$ cat src/rtl/mux2x1_rr_arbiter.sv
`default_nettype none
// ============================================================================
// Module      : mux2x1_rr_arbiter
// Description : Round-robin front-end for the 2:1 conditional mux datapath.
//               Merges two valid/ready source streams (A, B) into a one-entry
//               output register. The register carries the granted word and a
//               registered select (0 = A, 1 = B). A new word can be loaded in
//               the same cycle the held word drains, so the merge sustains one
//               word per cycle. When both sources are valid, the grant goes to
//               the source that was not granted last.
//               Optional grant counters are enabled by the macro
//               MUX2X1_RR_ARBITER_STATS_EN.
// Revision    : 1.0 - initial release
// ============================================================================
module mux2x1_rr_arbiter #(
  parameter int DATA_W = 8
`ifdef MUX2X1_RR_ARBITER_STATS_EN
  ,parameter int CNT_W = 16
`endif
) (
  input  logic              clk,
  input  logic              rst_n,
  input  logic              a_valid,
  input  logic [DATA_W-1:0] a_data,
  output logic              a_ready,
  input  logic              b_valid,
  input  logic [DATA_W-1:0] b_data,
  output logic              b_ready,
  output logic              out_valid,
  output logic [DATA_W-1:0] out_data,
  output logic              out_sel,
  input  logic              out_ready
`ifdef MUX2X1_RR_ARBITER_STATS_EN
  ,input  logic             cnt_clr,
  output logic [CNT_W-1:0]  grant_cnt_a,
  output logic [CNT_W-1:0]  grant_cnt_b
`endif
);

  localparam logic c_sel_a = 1'b0;
  localparam logic c_sel_b = 1'b1;

  logic              r_out_valid;
  logic [DATA_W-1:0] r_out_data;
  logic              r_out_sel;
  logic              r_last_sel;

  logic              w_load;
  logic              w_any_valid;
  logic              w_pick;
  logic              w_grant;

  // The register can take a word when it is empty or its word leaves this cycle.
  assign w_load      = ~r_out_valid | out_ready;
  assign w_any_valid = a_valid | b_valid;

  // A lone requester wins outright; a tie goes to the side not granted last.
  assign w_pick  = (a_valid & b_valid) ? ~r_last_sel : b_valid;
  assign w_grant = w_load & w_any_valid;

  // rst_n gates the readies so no source sees an accept while reset is held,
  // even though the empty register would otherwise report a load.
  assign a_ready = rst_n & w_grant & a_valid & (w_pick == c_sel_a);
  assign b_ready = rst_n & w_grant & b_valid & (w_pick == c_sel_b);

  // Output register and round-robin pointer; hold when full and stalled.
  always_ff @(posedge clk or negedge rst_n) begin
    if (!rst_n) begin
      r_out_valid <= 1'b0;
      r_out_data  <= '0;
      r_out_sel   <= c_sel_a;
      r_last_sel  <= c_sel_b;
    end else if (w_load) begin
      if (w_any_valid) begin
        r_out_valid <= 1'b1;
        r_out_data  <= (w_pick == c_sel_b) ? b_data : a_data;
        r_out_sel   <= w_pick;
        r_last_sel  <= w_pick;
      end else begin
        r_out_valid <= 1'b0;
      end
    end
  end

  assign out_valid = r_out_valid;
  assign out_data  = r_out_data;
  assign out_sel   = r_out_sel;

`ifdef MUX2X1_RR_ARBITER_STATS_EN
  logic [CNT_W-1:0] r_cnt_a;
  logic [CNT_W-1:0] r_cnt_b;

  // Saturating per-source grant counters; a clear wins over a same-cycle grant.
  always_ff @(posedge clk or negedge rst_n) begin
    if (!rst_n) begin
      r_cnt_a <= '0;
      r_cnt_b <= '0;
    end else if (cnt_clr) begin
      r_cnt_a <= '0;
      r_cnt_b <= '0;
    end else begin
      if (a_ready && a_valid && !(&r_cnt_a)) begin
        r_cnt_a <= r_cnt_a + 1'b1;
      end
      if (b_ready && b_valid && !(&r_cnt_b)) begin
        r_cnt_b <= r_cnt_b + 1'b1;
      end
    end
  end

  assign grant_cnt_a = r_cnt_a;
  assign grant_cnt_b = r_cnt_b;
`endif

endmodule
`default_nettype wire
$ cat config.mk
export PLATFORM = sky130hd
export DESIGN_NAME = mux2x1_rr_arbiter
export DESIGN_NICKNAME = d
export VERILOG_FILES = /design/src/rtl/mux2x1_rr_arbiter.sv
export SDC_FILE = /design/constraint.sdc
export NUM_CORES = 1
export LEC_CHECK = 0
export BUFFER_PORTS_ARGS = -buffer_cell sky130_fd_sc_hd__buf_2
export CORE_UTILIZATION = 40
export CTS_CLUSTER_DIAMETER = 150
export DETAILED_ROUTE_END_ITERATION = 8
export PLACE_DENSITY_LB_ADDON = 0.15
export SYNTH_ARGS = -nofsm -noshare
export SYNTH_HDL_FRONTEND = slang
export SYNTH_SLANG_ARGS = --single-unit
$ cat constraint.sdc
create_clock -name clk -period 1.6 [get_ports clk]
set_clock_uncertainty 0.2 [all_clocks]
set_input_delay 0.24 -clock clk [delete_from_list [all_inputs] [get_ports clk]]
set_output_delay 0.24 -clock clk [all_outputs]
set_load 0.03 [all_outputs]
==> results.sh <==
export IMPL_slew_headroom_pct=77.5
export IMPL_crit_path_end="a_ready"
export IMPL_wl_per_cell_um=11.6
export IMPL_min_path_type="in -> reg"
export IMPL_syn_cell_area_um2=552
export IMPL_numCtsBuffers=3
export IMPL_die_h_um=39.1
export IMPL_regToRegStartpoint="r_last_sel$_DFFE_PN1P_"
export IMPL_final_util_pct=63.8
export IMPL_ioPinCount=33
export IMPL_grt_pass1_vias=492
export IMPL_clock_insertion_delay_worst_skew_ps=270
export IMPL_vias=580
export IMPL_r2r_slack_ps=200
export IMPL_fin_nets=123
export IMPL_port_buffer_count=32
export IMPL_cts_tree="yes"
export IMPL_status="finished, violations left"
export IMPL_grt_usage_pct=20.5
export IMPL_syn_to_final_growth_pct=48.5
export IMPL_cellPowerDensity_nw_per_um2=1030
export IMPL_ir_worst_vdd_v=0.000491
export IMPL_startpoint_type="flip-flop"
export IMPL_min_period_over_period_pct=105
export IMPL_clkTransAtPathRegs_ps=80
export IMPL_fin_crit_ps=1670
export IMPL_via_per_inst=5.00
export IMPL_clock_fmax_ghz=0.597
export IMPL_synth_seq_cells=11
export IMPL_routed_wl_mm=1.34
export IMPL_antenna_found_initial=0
export IMPL_finalPower_mw=0.845
export IMPL_clkSinkCount=11
export IMPL_ys_seq_area_share_pct=50.1
export IMPL_use_met3_pct=5.20
export IMPL_die_x_um=39.1
export IMPL_slowest_delay_ps=550
export IMPL_p_leak_nw=0.405
export IMPL_grt_start_max_net_pins=11
export IMPL_place_hpwl_um=927
export IMPL_avgSynthCellArea_um2=8.90
export IMPL_routabilityCongestion=0.812
export IMPL_finalSetupViolCount=2
export IMPL_end_kind="output port"
export IMPL_crit_start="r_last_sel$_DFFE_PN1P_"
export IMPL_dieArea_um2=1530
export IMPL_postRouteAntennaNets=0
export IMPL_first_pass_iters=4
export IMPL_drc=0
export IMPL_cp_max_fo=3
export IMPL_cap_violations=0
export IMPL_r2r_end="out_data[3]$_DFFE_PN0P_"
export IMPL_grtUsageMet1_pct=27.6
export IMPL_syn_inst=62
export IMPL_core_region_area_um2=1280
export IMPL_drt_iter0_drc=13
export IMPL_initial_core_util_pct=42.9
export IMPL_worstMarginPinSlew_ps=338
export IMPL_fin_ws_ps=-74.2
export IMPL_clockBufferDepth=2
export IMPL_clock_root_buffer="clkbuf_4"
export IMPL_grt_setup_unrepaired="true"
export IMPL_drive_above_1_share_pct=48.5
export IMPL_tns_ps=-123
export IMPL_rr_worst_depth=4
export IMPL_hold_violations=0
export IMPL_h_tree_depth=1
export IMPL_top_usage_layer="met2"
export IMPL_grt_pass1_wl_mm=2.11
export IMPL_slowest_stage="dfstp_2"
export IMPL_crit_arrival_ps=1230
export IMPL_rows=13
export IMPL_grt_remaining_overflow=0
export IMPL_failed_checks="negative setup slack"
export IMPL_critPathKind="reg -> out"
export IMPL_nFillCells=117
export IMPL_hold_depth=3
export IMPL_syn_nets=83
export IMPL_yosysWarnings=0
export IMPL_required_ps=1160
export IMPL_synthDistinctLibCells=20
export IMPL_slew_viol_final=0
export IMPL_diodes=0
export IMPL_cp_cell_sequence="a21boi_2 -> buf_4 -> nor2_4 -> buf_6"
export IMPL_grt_util_met2_pct=32.5
how the worst min path moves through the flow:
stage / start / slack [ps] / endpoint
final: a_data[6] / 10 / out_data[6]$_DFFE_PN0P_
after CTS: a_data[2] / 10 / out_data[2]$_DFFE_PN0P_
after global placement: rst_n / -130 / out_data[2]$_DFFE_PN0P_
after floorplan: rst_n / -260 / out_data[0]$_DFFE_PN0P_
after global routing: b_data[6] / 30 / out_data[6]$_DFFE_PN0P_
after detailed placement: rst_n / -130 / out_data[2]$_DFFE_PN0P_
repair_timing:
action,in CTS,in global routing
gates cloned,0,0
gates resized for setup,6,0
hold buffers,2,0
hold endpoints to repair,12,0
buffers inserted,2,0
endpoints found under the setup margin,2,2
where the power goes:
| group | internal (mW) | switching, mW |
|---|---|---|
| clock | 0.0965 | 0.0989 |
| combinational | 0.116 | 0.183 |
| sequential | 0.327 | 0.0234 |
layer usage:
layer  vias up  wire [µm]
met2        29        647
met5         -          0
met4         0         15
li1        294          -
met1       255        594
met3         2         87
through the flow:
stage	instances	setup slack (ps)	area, µm²	hold slack [ps]
6_report	116	-74.2	820	9.95
5_1_grt	116	-107	820	27.7
4_1_cts	116	-53.9	820	11.9
3_5_place_dp	108	83.4	742	-128
3_3_place_gp	108	85.3	742	-127
2_1_floorplan	62	46.8	572	-256
final cells by class:
type                    count  area [µm²]  share of cell area [%]
repair buffers             40         238                    29.0
flip-flops and latches     11         278                    33.9
multi-input cells          45         255                    31.1
inverters                   1        3.75                   0.458
clock buffers               4        26.3                    3.21
well taps                  15        18.8                    2.29
registers in the layout, summed over array words and instances (netlist names):
name        cells
out_data        8
out_sel         1
out_valid       1
r_last_sel      1
placed cells by master (no fill, tap or decap):
master and count:
a21bo_2 1, a21boi_2 1, a21oi_1 9, a31oi_1 8, a31oi_2 1, and2_4 1
and3_1 1, buf_2 30, buf_4 6, buf_6 2, clkbuf_1 1, clkbuf_4 3
dfrtp_1 9, dfrtp_2 1, dfstp_2 1, dlygate4sd3_1 2, inv_1 1, nand2_1 17
nand2b_1 1, nand2b_4 1, nand3_1 1, nor2_4 1, o21ai_1 1, or2_1 1
cell usage after synthesis:
library cell	count	area share (%)
inv_1	1	0.68
nand3_1	1	0.91
buf_6	2	4.1
o21ai_1	1	0.91
a21oi_1	9	8.2
or2_1	1	1.1
a21boi_0	1	1.4
dfstp_2	1	4.8
a31oi_1	8	9.1
a21bo_2	1	1.8
and3_1	1	1.1
nor2_1	1	0.68
and2_4	1	1.6
nand2_1	17	12
dfrtp_1	10	45
nand2b_1	2	2.3
clkbuf_1	1	0.68
a31oi_2	1	2.3
buf_1	1	0.68
buf_2	1	0.91
logic make-up (layout without fill, tap and decap cells):
family                 count (synthesis)  in the layout  share of synthesized area [%]
buffers and inverters                  6             45                           7.03
and+or+nand+nor                       24             24                           19.3
AOI/OAI and AO/OA                     21             21                           23.6
DFF                                   11             11                           50.1
critical path: cells and delay by family (launching register included):
family	cells	cell delay (ps)
flops	1	550
compound gates	1	70
buf+inv	2	280
simple gates	1	70
Note: power is estimated with default switching activity, not from simulation.
